**src/rtl/if_fetch_unit.sv**
```systemverilog
// Instruction-fetch stage: PC generator, one-outstanding imem fetch FSM, 1-entry
// hold buffer and IF->ID register. Optional misaligned-redirect trap: IF_MISALIGN_CHK_EN.
module if_fetch_unit #(
  parameter logic [31:0] RESET_PC = 32'h0000_0000,
  parameter logic [31:0] TRAP_VEC = 32'h0000_0100
) (
  input  logic        clk,
  input  logic        rst,
  input  logic        hold_IF,
  input  logic        jmp_vld_IF,
  input  logic [31:0] jmp_addr_IF,
  output logic        imem_req,
  output logic [31:0] imem_addr,
  input  logic        imem_gnt,
  input  logic        imem_rvalid,
  input  logic [31:0] imem_rdata,
  output logic [31:0] IF_pc,
  output logic [31:0] IF_inst,
  output logic        IF_inst_vld,
  output logic        if_misalign
);

  typedef enum logic [1:0] {
    ST_IDLE = 2'd0,
    ST_REQ  = 2'd1,
    ST_WAIT = 2'd2
  } state_t;

  localparam logic [31:0] NOP_INST = 32'h0000_0013;

  state_t      state_r, state_s;
  logic [31:0] fetch_pc_r, fetch_pc_s;
  logic [31:0] req_pc_r, req_pc_s;
  logic        kill_r, kill_s;
  logic        pend_r, pend_s;
  logic        req_r;
  logic        buf_vld_r, buf_vld_s;
  logic [31:0] buf_pc_r, buf_pc_s;
  logic [31:0] buf_inst_r, buf_inst_s;
  logic [31:0] if_pc_r, if_pc_s;
  logic [31:0] if_inst_r, if_inst_s;
  logic        if_vld_r, if_vld_s;
  logic        misalign_r, misalign_s;
  logic [31:0] jmp_tgt_s;
  logic        rsp_s, accept_s, to_buf_s, buf_full_nxt_s;

`ifdef IF_MISALIGN_CHK_EN
  assign misalign_s = jmp_vld_IF && (jmp_addr_IF[1:0] != 2'b00);
  assign jmp_tgt_s  = misalign_s ? TRAP_VEC : {jmp_addr_IF[31:2], 2'b00};
`else
  logic unused_s;
  assign unused_s   = ^{jmp_addr_IF[1:0], TRAP_VEC};
  assign misalign_s = 1'b0;
  assign jmp_tgt_s  = {jmp_addr_IF[31:2], 2'b00};
`endif

  // A response only counts in WAIT with a request outstanding; kill or a redirect drops it.
  assign rsp_s          = (state_r == ST_WAIT) && imem_rvalid && pend_r;
  assign accept_s       = rsp_s && !kill_r && !jmp_vld_IF;
  assign to_buf_s       = accept_s && (hold_IF || buf_vld_r);
  assign buf_full_nxt_s = to_buf_s || (buf_vld_r && hold_IF);

  // Fetch FSM next-state, PC and kill tracking.
  always_comb begin
    state_s    = state_r;
    fetch_pc_s = fetch_pc_r;
    req_pc_s   = req_pc_r;
    kill_s     = kill_r;
    pend_s     = pend_r;
    case (state_r)
      ST_IDLE: begin
        state_s = ST_REQ;
        if (jmp_vld_IF) begin
          fetch_pc_s = jmp_tgt_s;
        end else begin
          fetch_pc_s = fetch_pc_r;
        end
      end
      ST_REQ: begin
        if (imem_gnt) begin
          state_s  = ST_WAIT;
          pend_s   = 1'b1;
          req_pc_s = fetch_pc_r;
          kill_s   = jmp_vld_IF;
        end else begin
          state_s = ST_REQ;
        end
        if (jmp_vld_IF) begin
          fetch_pc_s = jmp_tgt_s;
        end else begin
          fetch_pc_s = fetch_pc_r;
        end
      end
      ST_WAIT: begin
        if (jmp_vld_IF) begin
          fetch_pc_s = jmp_tgt_s;
          // Only an outstanding, not-yet-returned request needs its response killed.
          if (pend_r && !imem_rvalid) begin
            state_s = ST_WAIT;
            kill_s  = 1'b1;
          end else begin
            state_s = ST_REQ;
            kill_s  = 1'b0;
            pend_s  = 1'b0;
          end
        end else if (rsp_s || !pend_r) begin
          pend_s = 1'b0;
          kill_s = 1'b0;
          if (accept_s) begin
            fetch_pc_s = req_pc_r + 32'd4;
          end else begin
            fetch_pc_s = fetch_pc_r;
          end
          state_s = buf_full_nxt_s ? ST_WAIT : ST_REQ;
        end else begin
          state_s = ST_WAIT;
        end
      end
      default: begin
        state_s = ST_IDLE;
        kill_s  = 1'b0;
        pend_s  = 1'b0;
      end
    endcase
  end

  // IF->ID register and hold buffer.
  always_comb begin
    if_pc_s    = if_pc_r;
    if_inst_s  = if_inst_r;
    if_vld_s   = if_vld_r;
    buf_vld_s  = buf_vld_r;
    buf_pc_s   = buf_pc_r;
    buf_inst_s = buf_inst_r;
    if (jmp_vld_IF) begin
      if_vld_s  = 1'b0;
      if_inst_s = NOP_INST;
      buf_vld_s = 1'b0;
    end else if (hold_IF) begin
      if (to_buf_s) begin
        buf_vld_s  = 1'b1;
        buf_pc_s   = req_pc_r;
        buf_inst_s = imem_rdata;
      end else begin
        buf_vld_s = buf_vld_r;
      end
    end else if (buf_vld_r) begin
      if_pc_s   = buf_pc_r;
      if_inst_s = buf_inst_r;
      if_vld_s  = 1'b1;
      buf_vld_s = to_buf_s;
      if (to_buf_s) begin
        buf_pc_s   = req_pc_r;
        buf_inst_s = imem_rdata;
      end else begin
        buf_pc_s = buf_pc_r;
      end
    end else if (accept_s) begin
      if_pc_s   = req_pc_r;
      if_inst_s = imem_rdata;
      if_vld_s  = 1'b1;
    end else begin
      if_vld_s  = 1'b0;
      if_inst_s = NOP_INST;
    end
  end

  // State and datapath registers.
  always_ff @(posedge clk or posedge rst) begin
    if (rst) begin
      state_r    <= ST_IDLE;
      fetch_pc_r <= RESET_PC;
      req_pc_r   <= 32'h0000_0000;
      kill_r     <= 1'b0;
      pend_r     <= 1'b0;
      req_r      <= 1'b0;
      buf_vld_r  <= 1'b0;
      buf_pc_r   <= 32'h0000_0000;
      buf_inst_r <= NOP_INST;
      if_pc_r    <= 32'h0000_0000;
      if_inst_r  <= NOP_INST;
      if_vld_r   <= 1'b0;
      misalign_r <= 1'b0;
    end else begin
      state_r    <= state_s;
      fetch_pc_r <= fetch_pc_s;
      req_pc_r   <= req_pc_s;
      kill_r     <= kill_s;
      pend_r     <= pend_s;
      req_r      <= (state_s == ST_REQ);
      buf_vld_r  <= buf_vld_s;
      buf_pc_r   <= buf_pc_s;
      buf_inst_r <= buf_inst_s;
      if_pc_r    <= if_pc_s;
      if_inst_r  <= if_inst_s;
      if_vld_r   <= if_vld_s;
      misalign_r <= misalign_s;
    end
  end

  assign imem_req    = req_r;
  assign imem_addr   = fetch_pc_r;
  assign IF_pc       = if_pc_r;
  assign IF_inst     = if_inst_r;
  assign IF_inst_vld = if_vld_r;
  assign if_misalign = misalign_r;

endmodule

```
**config.mk**
```make
export PLATFORM = sky130hd
export DESIGN_NAME = if_fetch_unit
export DESIGN_NICKNAME = d
export VERILOG_FILES = /design/src/rtl/if_fetch_unit.sv
export SDC_FILE = /design/constraint.sdc
export NUM_CORES = 1
export LEC_CHECK = 0
export ABC_AREA = 1
export CELL_PAD_IN_SITES_DETAIL_PLACEMENT = 0
export CELL_PAD_IN_SITES_GLOBAL_PLACEMENT = 1
export CORE_AREA = 2 2 119 236
export CTS_CLUSTER_DIAMETER = 120
export CTS_CLUSTER_SIZE = 10
export DETAILED_ROUTE_END_ITERATION = 10
export DIE_AREA = 0 0 121 238
export GPL_ROUTABILITY_DRIVEN = 0
export GPL_TIMING_DRIVEN = 0
export PLACE_DENSITY_LB_ADDON = 0.1
export SLEW_MARGIN = 20
export SYNTH_ARGS = -nofsm -noshare
export SYNTH_HDL_FRONTEND = slang
export SYNTH_SLANG_ARGS = --single-unit
```
**constraint.sdc**
```tcl
create_clock -name clk -period 7.1 [get_ports clk]
set_clock_uncertainty 0.05 [all_clocks]
set_input_delay 0.71 -clock clk [delete_from_list [all_inputs] [get_ports clk]]
set_output_delay 0.71 -clock clk [all_outputs]
set_load 0.05 [all_outputs]
```
==> impl_results.md <==
* Status: finished clean
* Max Buffers Root-to-Sink at 2
* Worst slack at placement at between 4 and 5 ns
* Crit path buffers/inverters at 4
* Critical Path Max Stage Delay at around 0.60 ns
* Final min period at between 2 and 3 ns
* Cell Count, Final, Fillers Out at 1,673
* Clock Sinks at 199
* Min-Delay Path Class: reg -> reg
* Slowest cell on the critical path: clkbuf_1
* RSZ-0062 raised after global routing: false
* Final period util at 0.3602
* Main synth FF type: dfrtp_1
* Net Count, Synth at between 1,000 and 1,500
* FP Rows at 85
* Hold Path Stages at 2
* Max-slew violations at 0
* N_diodes at 0
* Clk pin slew, worst setup/hold paths at approximately 0.070 ns
* I/O Pins at around 170
* Most frequent cells in the layout: 388 x nand2_1, 193 x dfrtp_1, 164 x clkdlybuf4s50_1
* Data required, critical path at between 7 and 8 ns
* TritonCTS clock tree: done
* Initial detailed-routing violation count at between 300 and 400
* Commonest non-fill, non-tap cell in the layout: nand2_1
* Largest family of logic cells by synthesized area: simple AND/OR/NAND/NOR gates
* Layout Nets at around 1,400
* Skew-Pair Late Insertion Delay at approximately 0.45 ns
* Number of distinct library cells after synthesis at 31
* WS Path Type: in -> reg
* Yosys reg bits at slightly below 200
* Post-DP HPWL at approximately 23 mm
* Max VDD drop at ~0.00025 V
* Total Power at about 5.0 mW
* Register area share after synthesis at 0.5386
* Kind of cell adding the most delay to the critical path: buffers and inverters
* Total track usage at 0.2218
* WL per Instance at about 18 um
* Via count at between 8,000 and 9,000
* DR pass1 iterations at 5
* Placed Instances at around 1,600
* Fmax at a little under 400 MHz
* Slew margin rel. at 0.4159
* Post-synthesis xor/xnor area fraction at 0.001892
* Crit end category: flop
* Power Dens Cells at about 420 mW/mm2
* Mux cell area share after synthesis at 0.04122
* WP data arrival at 2.82 ns
* Grt total ovfl at 0
* Full die area at between 0.02 and 0.03 mm2
* Synth Area in Adders at 0.006757
* Max cap viols at 0
* Yosys warning total at 0
* DIE WIDTH at around 120 um
* Avg Cell Area, Syn at around 8.2 um2
* Floorplan core area at between 0.02 and 0.03 mm2
* Worst Hold End: buf_inst_r[1]
* Async S/R FF share, synth at 1.000
* Hold_buf cts at 0
* Hold Vio Cnt, Final at 0
* CP cell instances: clkdlybuf4s50_1 > inv_2 > nand2_1 > inv_2 > clkbuf_1 > nand3_1 > nand2_1 > o21ai_0
* R2R Setup Slk at 4.61 ns
* Compound-gate portion of the synthesized area at 0.1022
* R2R depth at 6
* Post-CTS Resized at 0
* DR DRC count at 0
* Setup bufs post-CTS at 0
* Port bufs at 164
* Starting Density at 0.3441
* Worst-margin pin slew at between 0.8 and 0.9 ns
* Post-route ant nets at 0
* Reg2reg start: state_r[1]
* Vert. Die Dim at ~240 um
* Initial antenna violation count at 0
* Syn Inst Count at roughly 1,100
* Mapped cell area at a little over 0.009 mm2
* CTS root buf: clkbuf_16
* Synth Area in Simple Gates at 0.2520
* First-pass GRT wire length at between 40 and 50 mm
* Area delta synth->final at 29.89%
* Number of global-route vias before repair at 8,261
* Utilization after layout at 0.4470
* Leak at 5.446 nW
* Crit path max fanout at 10
* CTS buffer count at 17
* Pin count of the biggest net entering global routing at around 100
* Layout cells sized above 1 at 0.07245
* Critical Path Start Type: input pin
* Reg-to-reg endpoint: req_pc_r[1]
* H-tree depth at 4
* Hold wc startpoint: buf_inst_r[1]
* Vias/cell at ~4.9
* DRT Wirelength at between 30 and 40 mm
* Post-synth EDFFs at 0
* Hold_ws at roughly 0.42 ns
* Setup WS post-layout at roughly 4.5 ns
* Endpoints failing setup at 0
[how the worst max path moves through the flow]
| stage | startpoint | endpoint | slack (ns) | cells after the start |
|---|---|---|---|---|
| finish | jmp_vld_IF | imem_addr[17] | 4.54 | 8 |
| global route | jmp_vld_IF | imem_addr[11] | 4.42 | 8 |
| CTS | IF_inst[0] | IF_inst[0] | 4.51 | 1 |
| detailed placement | jmp_vld_IF | imem_addr[20] | 4.09 | 8 |
| global placement | rst | IF_inst_vld | -2.27 | 2 |
| floorplan | rst | IF_inst[10] | 0.92 | 1 |
[cells by family after synthesis]
group                    count (synthesis)
other                                    1
AO/OA/AOI/OAI                          166
flip-flops                             199
multiplexers                            37
AND/OR/NAND/NOR                        593
XOR/XNOR                                 2
adder cells (fa/ha/maj)                  5
buffers and inverters                  125
[stage by stage]
stage	TNS (ns)	area (um2)
after floorplan	0	9259
after global placement	-433.83	11340
after detailed placement	0	11400
after CTS	0	12030
after global routing	0	12030
final	0	12030
[synthesized netlist by cell type, drive strengths merged (4+ instances only)]
cell | number | area share
dfstp | 6 | 0.017
nand2 | 388 | 0.16
buf | 33 | 0.020
clkbuf | 30 | 0.012
inv | 62 | 0.025
nand3 | 63 | 0.034
a31oi | 36 | 0.024
ha | 5 | 0.0068
a21oi | 22 | 0.013
nor2 | 133 | 0.054
mux2 | 9 | 0.011
o22ai | 8 | 0.0054
mux2i | 28 | 0.030
nand3b | 4 | 0.0032
o21ai | 97 | 0.057
dfrtp | 193 | 0.52
[tightest hold or removal path: stages, from the launching register on]
cell and delay (ns):
dfstp_2 0.37, nand2_1 0.05, nand2_1 0.05
[layer usage]
layer	up-vias	track usage	routed length, um
li1	4012	-	-
met1	3869	0.2321	11400
met2	189	0.4263	17370
met3	46	0.02916	921
met4	0	0.1025	1104
met5	-	0	0
[state kept, by name (all words and copies together), names as in the netlist, 2 cells and up]
register	flops
req_pc_r	32
IF_inst	32
imem_addr	32
buf_inst_r	32
state_r	2
IF_pc	32
buf_pc_r	32
[where the power goes]
group          internal (mW)  switching [mW]  leakage [nW]  total, mW
clock network          0.607           0.446         0.313       1.05
registers               1.53           0.349          2.56       1.88
logic                  0.687            1.38          2.58       2.07
total                   2.82            2.18          5.45       5.00
[cell type report]
cell class                      count  area [um2]
Tap cell                          348       435.4
Clock buffer                       19       452.9
Clock inverter                     12       175.2
Sequential cell                   199        4987
Timing Repair Buffer              166        1697
Buffer                             63       294.0
Multi-Input combinational cell    804        3745
Inverter                           62       240.2
Fill cell                        2808       14880
Note: power is estimated with default switching activity, not from simulation.
